File: src/rtl/mem_bridge_pkg.sv
// rtl/mem_bridge_pkg.sv - shared constants for the CPU-to-cache request bridge
package mem_bridge_pkg;

   localparam logic [2:0] ST_IDLE  = 3'd0;
   localparam logic [2:0] ST_RD_A  = 3'd1;
   localparam logic [2:0] ST_RD_D  = 3'd2;
   localparam logic [2:0] ST_WR_AW = 3'd3;
   localparam logic [2:0] ST_WR_B  = 3'd4;
   localparam logic [2:0] ST_RESP  = 3'd5;

   localparam logic [1:0] RESP_OKAY   = 2'b00;
   localparam logic [1:0] RESP_SLVERR = 2'b10;

   localparam int DEFAULT_TIMEOUT_CYCLES = 1024;

   function automatic logic is_wait_state(input logic [2:0] st);
      return (st == ST_RD_A) || (st == ST_RD_D) || (st == ST_WR_AW) || (st == ST_WR_B);
   endfunction

endpackage

File: src/rtl/wdt_counter.sv
// rtl/wdt_counter.sv - per-state watchdog; expired flags the last allowed wait cycle
module wdt_counter #(
   parameter int TIMEOUT_CYCLES = 1024,
   parameter int CNT_W          = 11
) (
   input  logic clk,
   input  logic rst,
   input  logic clr,
   input  logic en,
   output logic expired
);

   logic [CNT_W-1:0] cnt;

   always_ff @(posedge clk) begin
      if (rst || clr) begin
         cnt <= '0;
      end else if (en) begin
         cnt <= cnt + 1'b1;
      end
   end

   // Count starts at 0 on entry, so the TIMEOUT_CYCLES-th waiting cycle sees TIMEOUT_CYCLES-1.
   assign expired = en && (cnt == CNT_W'(TIMEOUT_CYCLES - 1));

endmodule

File: src/rtl/mem_req_bridge.sv
// rtl/mem_req_bridge.sv - single-outstanding CPU load/store to AXI4-Lite bridge with watchdog
module mem_req_bridge
   import mem_bridge_pkg::*;
#(
   parameter int TIMEOUT_CYCLES = DEFAULT_TIMEOUT_CYCLES,
   parameter int CNT_W          = 11
) (
   input  logic        clk,
   input  logic        rst,
   input  logic        req_valid,
   output logic        req_ready,
   input  logic        req_we,
   input  logic [31:0] req_addr,
   input  logic [31:0] req_wdata,
   input  logic [3:0]  req_wstrb,
   output logic        resp_valid,
   output logic [31:0] resp_rdata,
   output logic        resp_err,
   output logic [31:0] m_axi_araddr,
   output logic        m_axi_arvalid,
   input  logic        m_axi_arready,
   input  logic [31:0] m_axi_rdata,
   input  logic [1:0]  m_axi_rresp,
   input  logic        m_axi_rvalid,
   output logic        m_axi_rready,
   output logic [31:0] m_axi_awaddr,
   output logic        m_axi_awvalid,
   input  logic        m_axi_awready,
   output logic [31:0] m_axi_wdata,
   output logic [3:0]  m_axi_wstrb,
   output logic        m_axi_wvalid,
   input  logic        m_axi_wready,
   input  logic [1:0]  m_axi_bresp,
   input  logic        m_axi_bvalid,
   output logic        m_axi_bready,
   output logic        err
);

   logic [2:0]  state;
   logic [2:0]  state_nx;
   logic [31:0] addr_q;
   logic [31:0] wdata_q;
   logic [3:0]  wstrb_q;
   logic        arvalid_q;
   logic        rready_q;
   logic        awvalid_q;
   logic        wvalid_q;
   logic        bready_q;
   logic        wdt_expired;
   logic        aw_done_nx;
   logic        w_done_nx;

   assign req_ready     = (state == ST_IDLE) && !rst;
   assign m_axi_araddr  = addr_q;
   assign m_axi_awaddr  = addr_q;
   assign m_axi_wdata   = wdata_q;
   assign m_axi_wstrb   = wstrb_q;
   assign m_axi_arvalid = arvalid_q;
   assign m_axi_rready  = rready_q;
   assign m_axi_awvalid = awvalid_q;
   assign m_axi_wvalid  = wvalid_q;
   assign m_axi_bready  = bready_q;

   // Each write channel is finished once its VALID is down or is being accepted this cycle.
   assign aw_done_nx = !awvalid_q || m_axi_awready;
   assign w_done_nx  = !wvalid_q || m_axi_wready;

   wdt_counter #(
      .TIMEOUT_CYCLES (TIMEOUT_CYCLES),
      .CNT_W          (CNT_W)
   ) u_wdt (
      .clk     (clk),
      .rst     (rst),
      .clr     (state_nx != state),
      .en      (is_wait_state(state)),
      .expired (wdt_expired)
   );

   // A handshake landing on the expiry cycle wins, so the slave never holds an orphaned beat.
   always_comb begin
      state_nx = state;
      case (state)
         ST_IDLE: begin
            if (req_valid) begin
               if (req_addr[1:0] != 2'b00) begin
                  state_nx = ST_RESP;
               end else if (req_we) begin
                  state_nx = ST_WR_AW;
               end else begin
                  state_nx = ST_RD_A;
               end
            end
         end
         ST_RD_A: begin
            if (m_axi_arready) begin
               state_nx = ST_RD_D;
            end else if (wdt_expired) begin
               state_nx = ST_RESP;
            end
         end
         ST_RD_D: begin
            if (m_axi_rvalid || wdt_expired) begin
               state_nx = ST_RESP;
            end
         end
         ST_WR_AW: begin
            if (aw_done_nx && w_done_nx) begin
               state_nx = ST_WR_B;
            end else if (wdt_expired) begin
               state_nx = ST_RESP;
            end
         end
         ST_WR_B: begin
            if (m_axi_bvalid || wdt_expired) begin
               state_nx = ST_RESP;
            end
         end
         ST_RESP: state_nx = ST_IDLE;
         default: state_nx = ST_IDLE;
      endcase
   end

   always_ff @(posedge clk) begin
      if (rst) begin
         state      <= ST_IDLE;
         addr_q     <= '0;
         wdata_q    <= '0;
         wstrb_q    <= '0;
         arvalid_q  <= 1'b0;
         rready_q   <= 1'b0;
         awvalid_q  <= 1'b0;
         wvalid_q   <= 1'b0;
         bready_q   <= 1'b0;
         resp_valid <= 1'b0;
         resp_err   <= 1'b0;
         resp_rdata <= '0;
         err        <= 1'b0;
      end else begin
         state      <= state_nx;
         resp_valid <= (state_nx == ST_RESP);
         case (state)
            ST_IDLE: begin
               if (req_valid) begin
                  addr_q  <= req_addr;
                  wdata_q <= req_wdata;
                  wstrb_q <= req_wstrb;
                  if (req_addr[1:0] != 2'b00) begin
                     resp_err   <= 1'b1;
                     resp_rdata <= '0;
                  end else if (req_we) begin
                     awvalid_q <= 1'b1;
                     wvalid_q  <= 1'b1;
                  end else begin
                     arvalid_q <= 1'b1;
                  end
               end
            end
            ST_RD_A: begin
               if (m_axi_arready) begin
                  arvalid_q <= 1'b0;
                  rready_q  <= 1'b1;
               end else if (wdt_expired) begin
                  arvalid_q  <= 1'b0;
                  err        <= 1'b1;
                  resp_err   <= 1'b1;
                  resp_rdata <= '0;
               end
            end
            ST_RD_D: begin
               if (m_axi_rvalid) begin
                  rready_q   <= 1'b0;
                  resp_rdata <= m_axi_rdata;
                  resp_err   <= (m_axi_rresp != RESP_OKAY);
               end else if (wdt_expired) begin
                  rready_q   <= 1'b0;
                  err        <= 1'b1;
                  resp_err   <= 1'b1;
                  resp_rdata <= '0;
               end
            end
            ST_WR_AW: begin
               if (m_axi_awready) begin
                  awvalid_q <= 1'b0;
               end
               if (m_axi_wready) begin
                  wvalid_q <= 1'b0;
               end
               if (aw_done_nx && w_done_nx) begin
                  bready_q <= 1'b1;
               end else if (wdt_expired) begin
                  awvalid_q  <= 1'b0;
                  wvalid_q   <= 1'b0;
                  err        <= 1'b1;
                  resp_err   <= 1'b1;
                  resp_rdata <= '0;
               end
            end
            ST_WR_B: begin
               if (m_axi_bvalid) begin
                  bready_q   <= 1'b0;
                  resp_err   <= (m_axi_bresp != RESP_OKAY);
                  resp_rdata <= '0;
               end else if (wdt_expired) begin
                  bready_q   <= 1'b0;
                  err        <= 1'b1;
                  resp_err   <= 1'b1;
                  resp_rdata <= '0;
               end
            end
            default: begin
            end
         endcase
      end
   end

endmodule
File: config.mk
export PLATFORM = sky130hd
export DESIGN_NAME = mem_req_bridge
export DESIGN_NICKNAME = d
export VERILOG_FILES = /design/src/rtl/mem_bridge_pkg.sv /design/src/rtl/wdt_counter.sv /design/src/rtl/mem_req_bridge.sv
export SDC_FILE = /design/constraint.sdc
export NUM_CORES = 1
export LEC_CHECK = 0
export ABC_CLOCK_PERIOD_IN_PS = 2200
export BUFFER_PORTS_ARGS = -buffer_cell sky130_fd_sc_hd__clkbuf_2
export CAP_MARGIN = 40
export CORE_ASPECT_RATIO = 0.8
export CORE_UTILIZATION = 41
export DETAILED_ROUTE_END_ITERATION = 16
export PLACE_DENSITY = 0.76
export SYNTH_ARGS = -nofsm -noshare
export SYNTH_HDL_FRONTEND = slang
export SYNTH_SLANG_ARGS = --single-unit
File: constraint.sdc
create_clock -name clk -period 2.2 [get_ports clk]
set_input_delay 0.66 -clock clk [delete_from_list [all_inputs] [get_ports clk]]
set_output_delay 0.66 -clock clk [all_outputs]
set_load 0.05 [all_outputs]
# After elaboration in Yosys (flattened, before gate mapping)
# Index checks and enable logic that the tools add are counted.
[totals]
ff_bits = 122
elab_cells = 121
[classes]
reduce_logical = 31
add_sub_neg = 1
muxes = 54
n_eq_ne = 21
[op_table]
columns = ["op", "n"]
rows = [
  ["32-bit two-way mux", 7],
  ["32-bit one-hot mux with 5 select lines", 1],
  ["1-bit two-way mux", 30],
  ["3-bit two-way mux", 7],
  ["2-bit != test (second input constant)", 9],
  ["3-bit one-hot mux with 5 select lines", 1],
  ["5-bit AND reduction", 3],
  ["2-bit nonzero test", 7],
  ["11-bit by 1-bit adder with 11-bit output (second input constant)", 1],
  ["11-bit by 10-bit equality test with 1-bit output (second input constant)", 1],
  ["1-bit one-hot mux with 2 select lines", 5],
  ["3-bit != test (second input constant)", 3],
  ["1-bit logical OR", 8],
  ["3-bit by 2-bit equality test with 1-bit output (second input constant)", 2],
  ["3-bit equality test (second input constant)", 2],
  ["3-bit AND reduction", 2],
  ["1-bit one-hot mux with 5 select lines", 1],
  ["5-bit nonzero test", 1],
  ["2-bit by 1-bit != test with 1-bit output (second input constant)", 2],
  ["1-bit one-hot mux with 4 select lines", 1],
  ["4-bit AND reduction", 1],
  ["4-bit nonzero test", 1],
  ["3-bit by 1-bit equality test with 1-bit output (second input constant)", 1],
  ["1-bit logical AND", 3],
  ["other kinds (5)", 7],
]

# Depth between registers and ports, before layout
# Gate-level depths: netlist of run 1.
[depth]
depth_word = 10
mapped_depth = 7
ltp_nobuf = 6

# Modules after synthesis
# From an unflattened synthesis of run 1, not the netlist that was laid out.
[unflattened]
cells_unflattened = 623
hier_area_um2 = 5011.1
[by_module_without_submodules]
columns = ["mod", "instances", "seq_area_each_um2", "cells_per_inst", "area_each_um2"]
rows = [
  ["mem_req_bridge", 1, 2222.1, 565, 4488.1],
  ["wdt_counter", 1, 220.2, 58, 523.0],
]

# Worst setup path after synthesis of run 1
# No wires, ideal clock.
[synth_timing]
kind = "in2out"
startpoint = "input port rst"
endpoint = "output port req_ready"
t_required_ns = 1.540
path_stages = 3
t_arrival_ns = 1.719
slack_ns = -0.179
path_cell_list = "clkbuf_1 > buf_1 > nor2_1"
[synth_between]
elab_chain_cells = 2
[synth_rtl]
columns = ["item", "line", "text"]
rows = [
  ["start, declared", "mem_req_bridge.sv:9", "input logic rst,"],
  ["1-bit zero test", "mem_req_bridge.sv:53", "assign req_ready = (state == ST_IDLE) && !rst;"],
  ["1-bit logical AND", "mem_req_bridge.sv:53", ""],
  ["end, declared", "mem_req_bridge.sv:11", "output logic req_ready,"],
]
# Every way passes these cells.

# Worst setup path in the final report of run 1
[layout_timing]
startpoint = "register state[1]"
endpoint = "output port req_ready"
[layout_between]
elab_chain_cells = 2
[layout_rtl]
columns = ["item", "line", "text"]
rows = [
  ["start, declared", "mem_req_bridge.sv:39", "logic [2:0] state;"],
  ["start signal, assigned", "mem_req_bridge.sv:139", "state <= state_nx;"],
  ["3-bit zero test", "mem_req_bridge.sv:53", ""],
  ["1-bit logical AND", "mem_req_bridge.sv:53", ""],
]
# Every way passes these cells.

==> summary.md, run 1 <==
| Metric | Value |
|---|---|
| Core region area | `11600 µm²` |
| Slew HR | `51.8%` |
| GP Congestion | `approximately 0.84` |
| Post-Synth XOR/XNOR Area | `under 10%` |
| Maximum root-to-sink buffer count | `2` |
| Worst R2R Setup Slack | `0.08 ns` |
| Initial core utilization | `a little over two fifths` |
| Critical path endpoint category | `output pin` |
| Adder-cell share of the synthesized area | `0.256%` |
| Full die area | `12400 µm²` |
| CTS Hold Bufs | `0` |
| DRC Markers | `0` |
| Worst path max stage delay | `0.38 ns` |
| Htree depth | `4` |
| DR vias | `5009` |
| Post-Syn Area | `just under 5000 µm²` |
| CTS Buf Count | `17` |
| Crit-path max FO | `2` |
| P_leak | `3.28 nW` |
| Largest net degree at the start of global routing | `70` |
| Clk Latency, worst-skew pair | `approximately 0.4 ns` |
| Post-synth EDFFs | `0` |
| FILL cells | `1033` |
| Setup TNS | `0 ns` |
| CP Class | `flip-flop to output pin` |
| FF+latch area | `~2400 µm²` |
| Crit-path cells | `buf_12 -> or3_4 -> nor2_4 -> buf_8` |
| Period utilization | `a little over nine tenths` |
| Pwr dens | `between 1000 and 1500 nW/µm²` |
| DP HPWL | `10500 µm` |
| Routed vias/inst | `5.10` |
| Clock skew | `approximately 0.012 ns` |
| Via count of the first global-routing pass | `roughly 4500` |
| Max Cap Viol | `0` |
| R2R depth | `8` |
| Register clock-pin slew on the reported worst setup and hold paths | `~0.060 ns` |
| Global-route wire length before repair | `between 20000 and 25000 µm` |
| Final number of setup-violating endpoints | `0` |
| Max VDD drop | `624 µV` |
| Worst Path Arrival | `around 1.5 ns` |
| Placed Area | `6290 µm²` |
| Slew @ Worst Pin | `around 0.72 ns` |
| Layout area overhead | `44.1%` |
| FF-to-FF Start | `state[1]` |
| Status | `finished, final reports clean` |
| CTS tree | `yes` |
| Mapped Cells | `572` |
| Area of the multi-input gates | `roughly 2100 µm²` |
| Critical R2R Capture | `resp_rdata[25]` |
| Highest Clock Rate | `between 400 and 500 MHz` |
| Hold path start | `m_axi_wdata[0]` |
| Post-synthesis cell type count | `55` |
| Share of layout cells above drive strength 1 | `41.6%` |
| Total clock sinks | `122` |
| Fin nets | `935` |
| I/O pin cnt | `around 250` |
| Routed Wire Length | `between 10000 and 15000 µm` |
| Syn nets | `686` |
| Ys flop type | `dfxtp_1` |
| Finished Cell Area | `7050 µm²` |
| Post-layout power | `approximately 7.5 mW` |
| Router iterations before antenna repair | `5` |
| Tmin final | `about 2.2 ns` |
| Die H | `between 90 and 100 µm` |
| Slew Viols, Final | `0` |
| Antenna viol nets, final | `0` |
| Warnings from Yosys | `0` |
| Largest family of logic cells by synthesized area | `compound AO/OA/AOI/OAI gates` |
| Mux cell area share after synthesis | `less than 1%` |
| Crit start category | `flip-flop` |
| Hold path cells | `2` |
| Share of synthesized area occupied by flip-flops and latches | `between 40% and 50%` |
| Root Driver | `clkbuf_16` |
| Syn Area/Cell | `between 8 and 9 µm²` |
| Routed WL per cell | `15.2 µm` |
| Gr usage total | `24.4%` |
| DR iter-0 viols | `372` |
| Buf/Inv on CP | `2` |
| Slowest CP cell | `or3_4` |
| ANT cells | `0` |
| Synth Register Bits | `between 100 and 150` |
| Crit path max-delay family | `simple AND/OR/NAND/NOR gates` |
| RSZ-0062 raised after global routing | `no` |
| Cell row count | `35` |
| Area fraction in compound gates after synthesis | `20.6%` |
| Placement Setup Slack | `between 0.04 and 0.05 ns` |
| Critical path required time | `~1.5 ns` |
| Die W | `124 µm` |
| Worst setup margin | `around 0.039 ns` |
| Grt ovf | `0` |
| Worst min path class | `flip-flop to flip-flop` |
| Worst hold path endpoint | `m_axi_wdata[0]` |
| Initial antenna violation count | `0` |
| Simple-Gate Fraction of Synth Area | `roughly a fifth` |
| Asr flop ratio synth | `0%` |
| Final core occ | `roughly three fifths` |
| Final hold vios | `0` |
| Port Buffer Count | `about 250` |
## worst max-delay path by stage
stage	startpoint	end	slack (ns)	cells after the start
after floorplan	rst	req_ready	0.03	3
after global placement	m_axi_awready	resp_rdata[7]	0.09	7
after detailed placement	m_axi_awready	resp_rdata[25]	0.05	7
after CTS	state[1]	req_ready	-0.003	4
after global routing	state[1]	req_ready	0.003	4
final	state[1]	req_ready	0.04	4
## sequential cells by signal (all words and copies together) (netlist names)
| signal | flops |
|---|---|
| m_axi_awvalid | 1 |
| resp_err | 1 |
| m_axi_wdata | 32 |
| resp_valid | 1 |
| state | 3 |
| resp_rdata | 32 |
| m_axi_arvalid | 1 |
| m_axi_wvalid | 1 |
| m_axi_araddr | 32 |
| m_axi_wstrb | 4 |
| u_wdt.cnt | 11 |
| m_axi_rready | 1 |
| err | 1 |
| m_axi_bready | 1 |
## synthesized netlist by cell type (2+ instances only)
library cell | count | area [µm²]
nand3b_1 | 2 | 15.0
o31ai_1 | 4 | 30.0
and3_1 | 2 | 12.5
nor4_1 | 2 | 12.5
nor2b_1 | 7 | 43.8
a211oi_1 | 2 | 15.0
buf_6 | 3 | 33.8
a22o_1 | 32 | 280
nand4_1 | 3 | 18.8
or3_1 | 3 | 18.8
o21ai_0 | 14 | 70.1
buf_4 | 32 | 240
nand2_1 | 147 | 552
a31oi_1 | 3 | 18.8
o2111ai_1 | 3 | 26.3
dfxtp_1 | 122 | 2440
xor2_1 | 2 | 17.5
nor2_1 | 22 | 82.6
a21oi_1 | 75 | 375
a311oi_1 | 2 | 17.5
nand2b_1 | 3 | 18.8
nor3_1 | 10 | 50.1
buf_2 | 2 | 10.0
inv_1 | 7 | 26.3
o311ai_0 | 2 | 17.5
clkbuf_1 | 27 | 101
a31o_2 | 3 | 26.3
nand3_1 | 3 | 15.0
buf_1 | 3 | 11.3
xnor2_1 | 5 | 43.8
## placed cells by master, fill, tap and decap left out, types with 2 or more instances in the layout
| cell | instances |
|---|---|
| a211oi_1 | 2 |
| a21oi_1 | 75 |
| a22o_1 | 32 |
| a311oi_1 | 2 |
| a31o_2 | 3 |
| a31oi_1 | 3 |
| buf_12 | 5 |
| buf_4 | 37 |
| bufbuf_16 | 2 |
| bufinv_16 | 3 |
| clkbuf_16 | 17 |
| clkbuf_2 | 251 |
| clkinv_2 | 2 |
| clkinv_4 | 4 |
| dfxtp_1 | 119 |
| dfxtp_2 | 2 |
| inv_1 | 7 |
| inv_6 | 4 |
| nand2_1 | 146 |
| nand2b_1 | 3 |
| nand3_1 | 3 |
| nand3b_1 | 2 |
| nand4_1 | 3 |
| nor2_1 | 20 |
| nor2b_1 | 7 |
| nor3_1 | 10 |
| nor4_1 | 2 |
| o2111ai_1 | 3 |
| o21ai_0 | 14 |
| o31ai_1 | 4 |
| or3_1 | 2 |
| or3_4 | 2 |
| xnor2_1 | 5 |
| xor2_1 | 2 |
## metrics by stage
stage,cells,hold slack (ns)
after floorplan,572,0.484
after global placement,943,0.441
after detailed placement,943,0.446
after CTS,981,0.446
after global routing,982,0.446
final,982,0.452
## power by group
group | switching (mW) | internal (mW) | leakage (nW)
clock network | 1.08 | 1.81 | 0.301
registers | 0.120 | 2.39 | 0.995
logic | 1.51 | 0.630 | 1.99
## tightest hold or removal path, stage by stage (launching register included)
cell and delay [ns]:
dfxtp_1 0.30, nand2_1 0.05, a21oi_1 0.05
## cells by family after synthesis
| logic type | Yosys count |
|---|---|
| and+or+nand+nor | 214 |
| AOI/OAI and AO/OA | 153 |
| DFF | 122 |
| buffers and inverters | 74 |
| xor gates and xnor gates | 7 |
| muxes | 1 |
| adders and majority gates | 1 |
## timing repair
action,in CTS,in global routing
endpoints found under the setup margin,1,37
pin swaps,1,3
cloned,2,0
resized for setup,7,7
setup buffers,4,1
## routing by layer
layer / routed length (µm) / up-vias / global-route usage [%]
li1: - / 2452 / -
met1: 6630 / 2315 / 32.5
met2: 7270 / 222 / 39.0
met3: 887 / 20 / 5.56
met5: 0 / - / 0
met4: 187 / 0 / 7.78
## area by class of cell
class                           instances  area share (%)
Clock buffer                           17            6.03
Clock inverter                         15            2.68
Inverter                                7           0.373
Multi-Input combinational cell        376            29.2
Sequential cell                       122            34.7
Tap cell                              148            2.63
Timing Repair Buffer                  297            24.4
No activity file was read; power rests on OpenSTA's default activity.
==> run 2: changes to the inputs <==
--- a/config.mk
+++ b/config.mk
@@ -5,11 +5,13 @@
 export SDC_FILE = /design/constraint.sdc
 export NUM_CORES = 1
 export LEC_CHECK = 0
+export ABC_AREA = 1
 export ABC_CLOCK_PERIOD_IN_PS = 2200
 export BUFFER_PORTS_ARGS = -buffer_cell sky130_fd_sc_hd__clkbuf_2
 export CAP_MARGIN = 40
 export CORE_ASPECT_RATIO = 0.8
-export CORE_UTILIZATION = 41
+export CORE_MARGIN = 3
+export CORE_UTILIZATION = 42
 export DETAILED_ROUTE_END_ITERATION = 16
 export PLACE_DENSITY = 0.76
 export SYNTH_ARGS = -nofsm -noshare
==> run 2 against run 1 <==
  * Critical path depth is 2 higher
  * Clock power is 4% lower
  * Combinational power hardly changed
  * Cell count is 16% higher
  * Global-route usage is 4.1 points lower
  * Critical endpoint unchanged
  * Critical path type unchanged
  * Via count is 11% higher
  * Fmax is 1.6% higher
==> summary.md, run 2 <==
| Metric | Value |
|---|---|
| Status | `finished, final reports clean (unchanged)` |
| Worst min path class | `flip-flop to flip-flop (unchanged)` |
| Die W | `134 µm (was 124 µm)` |
| Post-synth EDFFs | `0 (unchanged)` |
| Final hold vios | `0 (unchanged)` |
| Router iterations before antenna repair | `5 (unchanged)` |
| Worst hold path endpoint | `m_axi_rready (was m_axi_wdata[0])` |
| Critical R2R Capture | `u_wdt.cnt[0] (was resp_rdata[25])` |
| DRC Markers | `0 (unchanged)` |
| Root Driver | `clkbuf_16 (unchanged)` |
| Register clock-pin slew on the reported worst setup and hold paths | `0.05 ns (was 0.06 ns)` |
| GP Congestion | `0.877 (was 0.841)` |
| Critical path endpoint category | `output pin (unchanged)` |
| Worst Path Arrival | `1.47 ns (was 1.50 ns)` |
| Full die area | `14500 µm² (was 12400 µm²)` |
| Initial antenna violation count | `0 (unchanged)` |
| Layout area overhead | `31.3% (was 44.1%)` |
| DR iter-0 viols | `353 (was 372)` |
| RSZ-0062 raised after global routing | `no (unchanged)` |
| Syn Area/Cell | `7.29 µm² (was 8.55 µm²)` |
| Post-layout power | `7.41 mW (was 7.53 mW)` |
| CTS tree | `yes (unchanged)` |
| ANT cells | `0 (unchanged)` |
| Crit-path max FO | `6 (was 2)` |
| P_leak | `3.41 nW (was 3.28 nW)` |
| Warnings from Yosys | `0 (unchanged)` |
| Mux cell area share after synthesis | `0.182% (was 0.205%)` |
| Hold path cells | `2 (unchanged)` |
| Yosys top cell by area | `dfxtp_1 (unchanged)` |
| Gr usage total | `20.3% (was 24.4%)` |
| Area fraction in compound gates after synthesis | `11.8% (was 20.6%)` |
| Global-route wire length before repair | `24100 µm (was 23200 µm)` |
| Setup TNS | `0 ns (unchanged)` |
| R2R depth | `10 (was 8)` |
| Post-Syn Area | `5500 µm² (was 4890 µm²)` |
| Simple-Gate Fraction of Synth Area | `31.6% (was 19.2%)` |
| Slew @ Worst Pin | `0.696 ns (was 0.723 ns)` |
| Worst R2R Setup Slack | `0.26 ns (was 0.08 ns)` |
| Period utilization | `96.7% (was 98.2%)` |
| Via count of the first global-routing pass | `4801 (was 4534)` |
| Synth Register Bits | `122 (unchanged)` |
| Asr flop ratio synth | `0% (unchanged)` |
| Commonest non-fill, non-tap cell in the layout | `nand2_1 (was clkbuf_2)` |
| Pwr dens | `1030 nW/µm² (was 1070 nW/µm²)` |
| Die H | `108 µm (was 99.7 µm)` |
| Core region area | `12500 µm² (was 11600 µm²)` |
| FF-to-FF Start | `state[2] (was state[1])` |
| CTS Buf Count | `17 (unchanged)` |
| I/O pin cnt | `254 (unchanged)` |
| Maximum root-to-sink buffer count | `2 (unchanged)` |
| Fin nets | `1072 (was 935)` |
| Hold Slack | `0.460 ns (was 0.452 ns)` |
| Initial core utilization | `44.1% (was 42.3%)` |
| Critical path required time | `1.54 ns (about the same)` |
| Tmin final | `2.13 ns (was 2.16 ns)` |
| Final number of setup-violating endpoints | `0 (unchanged)` |
| Post-Synth XOR/XNOR Area | `1.43% (was 1.25%)` |
| Grt ovf | `0 (unchanged)` |
| Clock skew | `0.00945 ns (was 0.0120 ns)` |
| Routed vias/inst | `4.86 (was 5.10)` |
| Highest Clock Rate | `470 MHz (was 463 MHz)` |
| Largest family of logic cells by synthesized area | `simple AND/OR/NAND/NOR gates (was compound AO/OA/AOI/OAI gates)` |
| Worst path max stage delay | `0.36 ns (was 0.38 ns)` |
| Slew HR | `53.6% (was 51.8%)` |
| Share of synthesized area occupied by flip-flops and latches | `44.4% (was 49.9%)` |
| Share of layout cells above drive strength 1 | `35.0% (was 41.6%)` |
| Routed WL per cell | `13.4 µm (was 15.2 µm)` |
| FILL cells | `1209 (was 1033)` |
| Most frequent cell after synthesis | `nand2_1 (unchanged)` |
| Routed Wire Length | `15300 µm (was 15000 µm)` |
| Most frequent cells in the layout | `265 x nand2_1, 251 x clkbuf_2, 120 x dfxtp_1 (was 251 x clkbuf_2, 146 x nand2_1, 119 x dfxtp_1)` |
| Post-synthesis cell type count | `34 (was 55)` |
| Syn nets | `869 (was 686)` |
| Crit start category | `flip-flop (unchanged)` |
| Antenna viol nets, final | `0 (unchanged)` |
| Slowest CP cell | `dfxtp_2 (was or3_4)` |
| DP HPWL | `10800 µm (was 10500 µm)` |
| Clk Latency, worst-skew pair | `0.40 ns (was 0.41 ns)` |
| Ys flop type | `dfxtp_1 (unchanged)` |
| Largest net degree at the start of global routing | `69 (was 70)` |
| Port Buffer Count | `253 (unchanged)` |
| Most instantiated cells after synthesis | `265 x nand2_1, 122 x dfxtp_1, 111 x a21oi_1 (was 147 x nand2_1, 122 x dfxtp_1, 75 x a21oi_1)` |
| Crit-path cells | `inv_2 -> nand2_1 -> nor2_4 -> inv_1 -> nor2_2 -> clkbuf_8 (was buf_12 -> or3_4 -> nor2_4 -> buf_8)` |
| DR vias | `5549 (was 5009)` |
| Area share of the largest cell type after synthesis | `44.4% (was 49.9%)` |
| Max Cap Viol | `0 (unchanged)` |
| Hold path start | `m_axi_rready (was m_axi_wdata[0])` |
| Synth area leaders | `dfxtp_1 44%, nand2_1 18%, a21oi_1 10% (was dfxtp_1 50%, nand2_1 11%, a21oi_1 7.7%)` |
| Slew Viols, Final | `0 (unchanged)` |
| CP Class | `flip-flop to output pin (unchanged)` |
| Htree depth | `4 (unchanged)` |
| Total clock sinks | `122 (unchanged)` |
| Mapped Cells | `755 (was 572)` |
| Adder-cell share of the synthesized area | `0.227% (was 0.256%)` |
| Cell row count | `36 (was 35)` |
| Max VDD drop | `612 µV (was 624 µV)` |
[run 2: cell count changes after synthesis, moves of 9 or more]
cell,previous run,this run
buf_2,2,13
inv_1,7,19
a21oi_1,75,111
nor2_1,22,10
a22o_1,32,0
nand2_1,147,265
nand3_1,3,72
o21ai_0,14,5
nor2_2,0,15
[run 2: worst max-delay path: cells and delay by family (launching register included)]
kind | cells | cell delay [ns]
DFF | 1 | 0.36
buffers and inverters | 3 | 0.35
and+or+nand+nor | 3 | 0.34
[run 2: logic make-up (layout without fill, tap and decap cells)]
kind of cell             count (synthesis)  after routing
AO/OA/AOI/OAI                          125            125
XOR/XNOR                                 9              9
multiplexers                             1              1
adder cells (fa/ha/maj)                  1              1
AND/OR/NAND/NOR                        393            393
buffers and inverters                  104            320
flip-flops                             122            122
[run 2: how the worst max path moves through the flow]
stage | start | slack (ns) | end
2_1_floorplan | rst | 0.04 | req_ready
3_3_place_gp | req_addr[0] | 0.17 | u_wdt.cnt[10]
3_5_place_dp | req_addr[0] | 0.14 | u_wdt.cnt[7]
4_1_cts | state[1] | 0.01 | req_ready
5_1_grt | state[0] | 0.006 | req_ready
6_report | state[1] | 0.07 | req_ready
[run 2: per-stage QoR]
| step | setup WS [ns] | util [%] | area [µm²] | std cells |
|---|---|---|---|---|
| 6_report | 0.0733 | 57.9 | 7220 | 1142 |
| 3_5_place_dp | 0.136 | 53.0 | 6610 | 1109 |
| 2_1_floorplan | 0.0436 | - | 5500 | 755 |
| 4_1_cts | 0.0106 | 57.8 | 7210 | 1141 |
| 5_1_grt | 0.00577 | 57.9 | 7220 | 1142 |
| 3_3_place_gp | 0.175 | 53.0 | 6610 | 1109 |
[run 2: power by group]
group / leakage (nW) / internal [mW] / switching (mW)
logic: 2.14 / 0.516 / 1.62
registers: 0.994 / 2.39 / 0.125
clock network: 0.275 / 1.74 / 1.02
total: 3.41 / 4.64 / 2.77
[run 2: final cells by class]
| class | count | area (µm²) | area share [%] |
|---|---|---|---|
| repair buffers | 263 | 1380 | 19.1 |
| inverters | 25 | 98.8 | 1.37 |
| clock inverters | 12 | 141 | 1.96 |
| clock buffers | 20 | 457 | 6.32 |
| multi-input cells | 529 | 2490 | 34.5 |
| flip-flops and latches | 122 | 2440 | 33.8 |
| well taps | 171 | 214 | 2.96 |
[run 2: routing by layer]
metal	up-vias	GRT usage [%]	part of all wire, %
met2	201	33.2	48
li1	2821	-	-
met1	2511	26.9	44
met3	16	5.07	6.9
met5	-	0	0
met4	0	5.87	1.0
[run 2: what timing repair did]
action	CTS	global route
setup buffers	0	1
pin swaps	0	1
resized for setup	2	2
hold buffers	0	0
endpoints found under the setup margin	1	1
